[src/rtl/uart_tx_arbiter.sv]
// Round-robin arbiter that locks one requester onto a UART transmitter for a
// whole packet, revoking the grant if the owner stalls for too long.
module uart_tx_arbiter #(
  parameter int num_req_p        = 4,
  parameter int data_bits_p      = 8,
  parameter int timeout_cycles_p = 1024
) (
  input  logic                             clk_i,
  input  logic                             reset_n_i,
  input  logic [num_req_p-1:0]             req_v_i,
  input  logic [num_req_p*data_bits_p-1:0] req_data_i,
  input  logic [num_req_p-1:0]             req_last_i,
  output logic [num_req_p-1:0]             req_ready_o,
  output logic                             tx_v_o,
  output logic [data_bits_p-1:0]           tx_data_o,
  input  logic                             tx_ready_i,
  output logic [num_req_p-1:0]             grant_o,
  output logic                             busy_o,
  output logic                             timeout_o
);

  localparam int idx_w_lp   = (num_req_p > 1) ? $clog2(num_req_p) : 1;
  localparam int stall_w_lp = (timeout_cycles_p > 0) ? $clog2(timeout_cycles_p + 1) : 1;
  localparam logic [stall_w_lp-1:0] thresh_lp =
    (timeout_cycles_p > 0) ? stall_w_lp'(timeout_cycles_p - 1) : '0;
  localparam logic [idx_w_lp:0] num_req_lp = (idx_w_lp + 1)'(num_req_p);

  typedef enum logic {e_idle, e_lock} state_e;

  state_e                state_q, state_d;
  logic [idx_w_lp-1:0]   grant_idx_q, grant_idx_d;
  logic [idx_w_lp-1:0]   ptr_q, ptr_d;
  logic [stall_w_lp-1:0] stall_q, stall_d;
  logic                  timeout_q, timeout_d;

  logic [data_bits_p-1:0] req_byte [num_req_p];

  for (genvar gi = 0; gi < num_req_p; gi++) begin : g_unpack
    assign req_byte[gi] = req_data_i[gi*data_bits_p +: data_bits_p];
    assign grant_o[gi]  = (state_q == e_lock) && (grant_idx_q == idx_w_lp'(gi));
  end

  // Round-robin search starting at ptr_q, wrapping modulo num_req_p.
  logic                pick_found;
  logic [idx_w_lp-1:0] pick_idx;
  logic [idx_w_lp:0]   rr_sum;
  logic [idx_w_lp-1:0] rr_idx;

  always_comb begin
    pick_found = 1'b0;
    pick_idx   = '0;
    rr_sum     = '0;
    rr_idx     = '0;
    for (int i = 0; i < num_req_p; i++) begin
      rr_sum = {1'b0, ptr_q} + (idx_w_lp + 1)'(i);
      if (rr_sum >= num_req_lp) begin
        rr_sum = rr_sum - num_req_lp;
      end
      rr_idx = rr_sum[idx_w_lp-1:0];
      if (!pick_found && req_v_i[rr_idx]) begin
        pick_found = 1'b1;
        pick_idx   = rr_idx;
      end
    end
  end

  logic [idx_w_lp:0]   next_sum;
  logic [idx_w_lp-1:0] grant_next_idx;

  always_comb begin
    next_sum = {1'b0, grant_idx_q} + (idx_w_lp + 1)'(1);
    if (next_sum >= num_req_lp) begin
      next_sum = '0;
    end
    grant_next_idx = next_sum[idx_w_lp-1:0];
  end

  logic owner_v;
  logic beat;

  assign owner_v = req_v_i[grant_idx_q];
  assign beat    = owner_v && tx_ready_i;

  always_comb begin
    state_d     = state_q;
    grant_idx_d = grant_idx_q;
    ptr_d       = ptr_q;
    stall_d     = stall_q;
    timeout_d   = 1'b0;
    tx_v_o      = 1'b0;
    tx_data_o   = '0;
    req_ready_o = '0;

    case (state_q)
      e_idle: begin
        stall_d = '0;
        if (pick_found) begin
          state_d     = e_lock;
          grant_idx_d = pick_idx;
        end
      end

      e_lock: begin
        tx_v_o                   = owner_v;
        tx_data_o                = owner_v ? req_byte[grant_idx_q] : '0;
        req_ready_o[grant_idx_q] = tx_ready_i;
        if (beat) begin
          stall_d = '0;
          if (req_last_i[grant_idx_q]) begin
            state_d = e_idle;
            ptr_d   = grant_next_idx;
          end
        end else if (!owner_v) begin
          // Backpressure with valid data held is not a stall; only a silent owner is.
          if ((timeout_cycles_p > 0) && (stall_q == thresh_lp)) begin
            state_d   = e_idle;
            ptr_d     = grant_next_idx;
            stall_d   = '0;
            timeout_d = 1'b1;
          end else if (stall_q != '1) begin
            stall_d = stall_q + stall_w_lp'(1);
          end
        end
      end

      default: begin
        state_d = e_idle;
      end
    endcase
  end

  always_ff @(posedge clk_i or negedge reset_n_i) begin
    if (!reset_n_i) begin
      state_q     <= e_idle;
      grant_idx_q <= '0;
      ptr_q       <= '0;
      stall_q     <= '0;
      timeout_q   <= 1'b0;
    end else begin
      state_q     <= state_d;
      grant_idx_q <= grant_idx_d;
      ptr_q       <= ptr_d;
      stall_q     <= stall_d;
      timeout_q   <= timeout_d;
    end
  end

  assign busy_o    = (state_q == e_lock);
  assign timeout_o = timeout_q;

endmodule

[config.mk]
export PLATFORM = sky130hd
export DESIGN_NAME = uart_tx_arbiter
export DESIGN_NICKNAME = d
export VERILOG_FILES = /design/src/rtl/uart_tx_arbiter.sv
export SDC_FILE = /design/constraint.sdc
export NUM_CORES = 1
export LEC_CHECK = 0
export CELL_PAD_IN_SITES_DETAIL_PLACEMENT = 1
export CELL_PAD_IN_SITES_GLOBAL_PLACEMENT = 2
export CORE_UTILIZATION = 23
export CTS_CLUSTER_DIAMETER = 100
export DETAILED_ROUTE_END_ITERATION = 8
export PLACE_DENSITY = 0.76
export SYNTH_ARGS = -nofsm -noshare
export SYNTH_HDL_FRONTEND = slang
export SYNTH_SLANG_ARGS = --single-unit
[constraint.sdc]
create_clock -name clk_i -period 2.56 [get_ports clk_i]
set_input_delay 0.256 -clock clk_i [delete_from_list [all_inputs] [get_ports clk_i]]
set_output_delay 0.256 -clock clk_i [all_outputs]
set_load 0.01 [all_outputs]
==> results.sh <==
export IMPL_drt_pass1_iter_count=4
export IMPL_drt_iter0_drc=82
export IMPL_synth_seq_cells=17
export IMPL_synth_area_mm2=0.00132
export IMPL_powerDensity_mw_per_mm2=802
export IMPL_cp_required_ns=2.30
export IMPL_p_clk_share_pct=12.7
export IMPL_synth_top_area_cell="dfrtp_1"
export IMPL_r2r_end="stall_q[8]"
export IMPL_path_class="reg2out"
export IMPL_clock_sinks=17
export IMPL_finalCritPeriodShare_pct=96.7
export IMPL_nets=254
export IMPL_crit_chain="mux4_2, buf_4, and3_1, clkdlybuf4s50_1"
export IMPL_ir_drop_uv=306
export IMPL_grt_total_usage_pct=16.4
export IMPL_globalplace_congestion=0.810
export IMPL_skew_ns=0.00593
export IMPL_seq_area_frac_synth_pct=32.4
export IMPL_syn_num_nets=186
export IMPL_row_count=27
export IMPL_internal_power_mw=1.02
export IMPL_avgSynthCellArea_um2=9.53
export IMPL_reg2regPathDepth=5
export IMPL_vias_per_cell=5.07
export IMPL_crit_fanout=10
export IMPL_timing_fmax_mhz=404
export IMPL_worst_pin_slew_ns=0.777
export IMPL_netlist_instances=138
export IMPL_hpwlAfterDp_um=3860
export IMPL_place_ws_ns=0.0903
export IMPL_initial_utilization_pct=23.9
export IMPL_diodes=0
export IMPL_outcome="completed"
export IMPL_grt_remaining_overflow=0
export IMPL_crit_cells=4
export IMPL_min_period_ns=2.48
export IMPL_rsz0062_at_grt="false"
export IMPL_hold_viol=0
export IMPL_synth_distinct_cells=32
export IMPL_ys_flop_type="dfrtp_1"
export IMPL_critPathCaptureType="primary output"
export IMPL_cts_tree="built"
export IMPL_cts_max_level=1
export IMPL_dieArea_mm2=0.00602
export IMPL_drt_total_wl_um=4730
export IMPL_async_flop_share_pct=100
export IMPL_synthTopCellsByArea="dfrtp_1, mux4_2, and3_1"
export IMPL_grt_pass1_wl_um=7670
export IMPL_antenna_found_initial=0
export IMPL_io_buffers=61
export IMPL_setup_viol=0
export IMPL_rr_startpoint="grant_idx_q[0]"
export IMPL_root_buffer="clkbuf_8"
export IMPL_cp_arrival_ns=2.22
export IMPL_die_w_um=77.6
export IMPL_leakage_nw=0.862
export IMPL_drt_wirelength_per_cell_um=17.1
export IMPL_core_mm2=0.00551
export IMPL_ff2ff_setup_slack_ns=0.30
export IMPL_drv_cap=0
export IMPL_cp_buffers_inverters=2
export IMPL_area_growth_pct=59.8
export IMPL_clock_latency_ns=0.26
export IMPL_yosysWarnings=0
export IMPL_clk_path_buf_depth=2
export IMPL_cts_made_buffers=3
export IMPL_ant_nets=0
export IMPL_switchingPower_mw=0.666
export IMPL_route_detailed_drc=0
export IMPL_final_setup_tns_ns=0
export IMPL_worst_setup_path_start_kind="flip-flop"
export IMPL_combinationalPowerShare_pct=61.5
export IMPL_fillers=640
export IMPL_fin_ws_ns=0.0849
export IMPL_slew_headroom_pct=48.0
export IMPL_synth_edf_count=0
export IMPL_dr_total_vias=1404
export IMPL_slew_viol_final=0
export IMPL_grt_pass1_vias=1538
export IMPL_grt_max_degree=24
export IMPL_cp_slowest_cell="mux4_2"
export IMPL_io_pins=62
export IMPL_hold_path_class="in2async"
export IMPL_drive_gt1_share_pct=12.7
export IMPL_switching_share_pct=39.5
export IMPL_pwr_share_seq_pct=25.8
export IMPL_cpLargestDelayFamily="buffers and inverters"
export IMPL_slowest_delay_ns=0.63
export IMPL_dieHeight_um=77.6
export IMPL_synth_top_area_share_pct=32.4
export IMPL_final_util_pct=38.2
export IMPL_clk_pin_slew_worst_paths_ns=0.07
## layout make-up
| class | instances | area, um2 | share of cell area (%) |
|---|---|---|---|
| Clock buffer | 4 | 45.0 | 2.14 |
| Tap cell | 72 | 90.1 | 4.29 |
| Sequential cell | 17 | 425 | 20.2 |
| Inverter | 8 | 30.0 | 1.43 |
| Timing Repair Buffer | 69 | 674 | 32.1 |
| Multi-Input combinational cell | 107 | 837 | 39.8 |
## metal layers
metal	vias up	share of wire [%]	track usage [%]
met5	-	0	0
met4	0	1.7	5.85
met3	9	2.1	2.35
met2	22	55	30.5
met1	716	41	18.8
li1	657	-	-
## power by group through the flow
| stage | clock [mW] | sequential (mW) | combinational [mW] |
|---|---|---|---|
| after floorplan | 0 | 0.391 | 0.594 |
| after global placement | 0 | 0.435 | 1.02 |
| after detailed placement | 0 | 0.440 | 1.05 |
| after CTS | 0.218 | 0.435 | 1.05 |
| after global routing | 0.224 | 0.452 | 1.13 |
| final | 0.214 | 0.436 | 1.04 |
## cells in the final DEF (no fill, tap or decap), types with 4 or more instances in the layout
| cell type | synthesis | routed |
|---|---|---|
| a21oi_1 | 8 | 8 |
| a31oi_1 | 5 | 5 |
| and2_1 | 5 | 5 |
| and3_1 | 12 | 12 |
| buf_4 | 0 | 7 |
| clkdlybuf4s50_1 | 0 | 61 |
| dfrtp_1 | 17 | 17 |
| ha_1 | 5 | 5 |
| inv_1 | 8 | 8 |
| mux4_2 | 10 | 10 |
| nand2_1 | 9 | 9 |
| nand3_1 | 4 | 4 |
| nor2_1 | 10 | 10 |
| o21ai_0 | 9 | 9 |
## sequential cells by signal, indices dropped and copies added (netlist names)
name / cells
grant_idx_q: 2
stall_q: 11
busy_o: 1
timeout_o: 1
ptr_q: 2
## cell usage after synthesis (2+ instances only)
| cell | count |
|---|---|
| dfrtp_1 | 17 |
| and3_1 | 12 |
| mux4_2 | 10 |
| nor2_1 | 10 |
| nand2_1 | 9 |
| o21ai_0 | 9 |
| a21oi_1 | 8 |
| inv_1 | 8 |
| a31oi_1 | 5 |
| and2_1 | 5 |
| clkbuf_1 | 5 |
| ha_1 | 5 |
| nand3_1 | 4 |
| a21o_1 | 3 |
| a41oi_1 | 3 |
| mux2_2 | 3 |
| nand4_1 | 3 |
| nor4_1 | 3 |
| mux2i_1 | 2 |
| nor3_1 | 2 |
## cells by family (layout without fill, tap and decap cells)
family          Yosys count  in the layout  synth area share, %
mux                      15             15                 21.2
flops                    17             17                 32.4
compound gates           33             33                 15.4
simple gates             54             54                 22.3
fa+ha+maj                 5              5                 4.76
buf+inv                  14             81                 4.00
## metrics by stage
stage | total power [mW] | hold slack (ns) | area [um2] | cells
floorplan | 0.985 | -0.0396 | 1320 | 138
global placement | 1.46 | 0.502 | 2050 | 273
detailed placement | 1.49 | 0.505 | 2050 | 273
CTS | 1.71 | 0.478 | 2100 | 277
global route | 1.80 | 0.532 | 2100 | 277
finish | 1.69 | 0.445 | 2100 | 277
## how the worst max path moves through the flow
stage	start	endpoint	slack, ns
2_1_floorplan	grant_idx_q[0]	stall_q[8]	0.51
3_3_place_gp	req_v_i[3]	tx_data_o[4]	0.18
3_5_place_dp	req_v_i[3]	stall_q[8]	0.09
4_1_cts	grant_idx_q[0]	tx_data_o[1]	0.04
5_1_grt	grant_idx_q[0]	tx_data_o[3]	0.01
6_report	grant_idx_q[0]	tx_data_o[2]	0.08
## worst reg2reg max path, cell delays in order, from the launching register on
cell and delay [ns]:
dfrtp_1 0.48, mux4_2 0.63, nor2b_4 0.17, o21a_1 0.24, or4_1 0.49, a21oi_1 0.17
## timing repair
| action | CTS | global route |
|---|---|---|
| hold buffers | 0 | 0 |
| resized for setup | 0 | 1 |
| setup buffers | 0 | 0 |
| endpoints found under the setup margin | 0 | 1 |
Note: power is estimated with default switching activity, not from simulation.
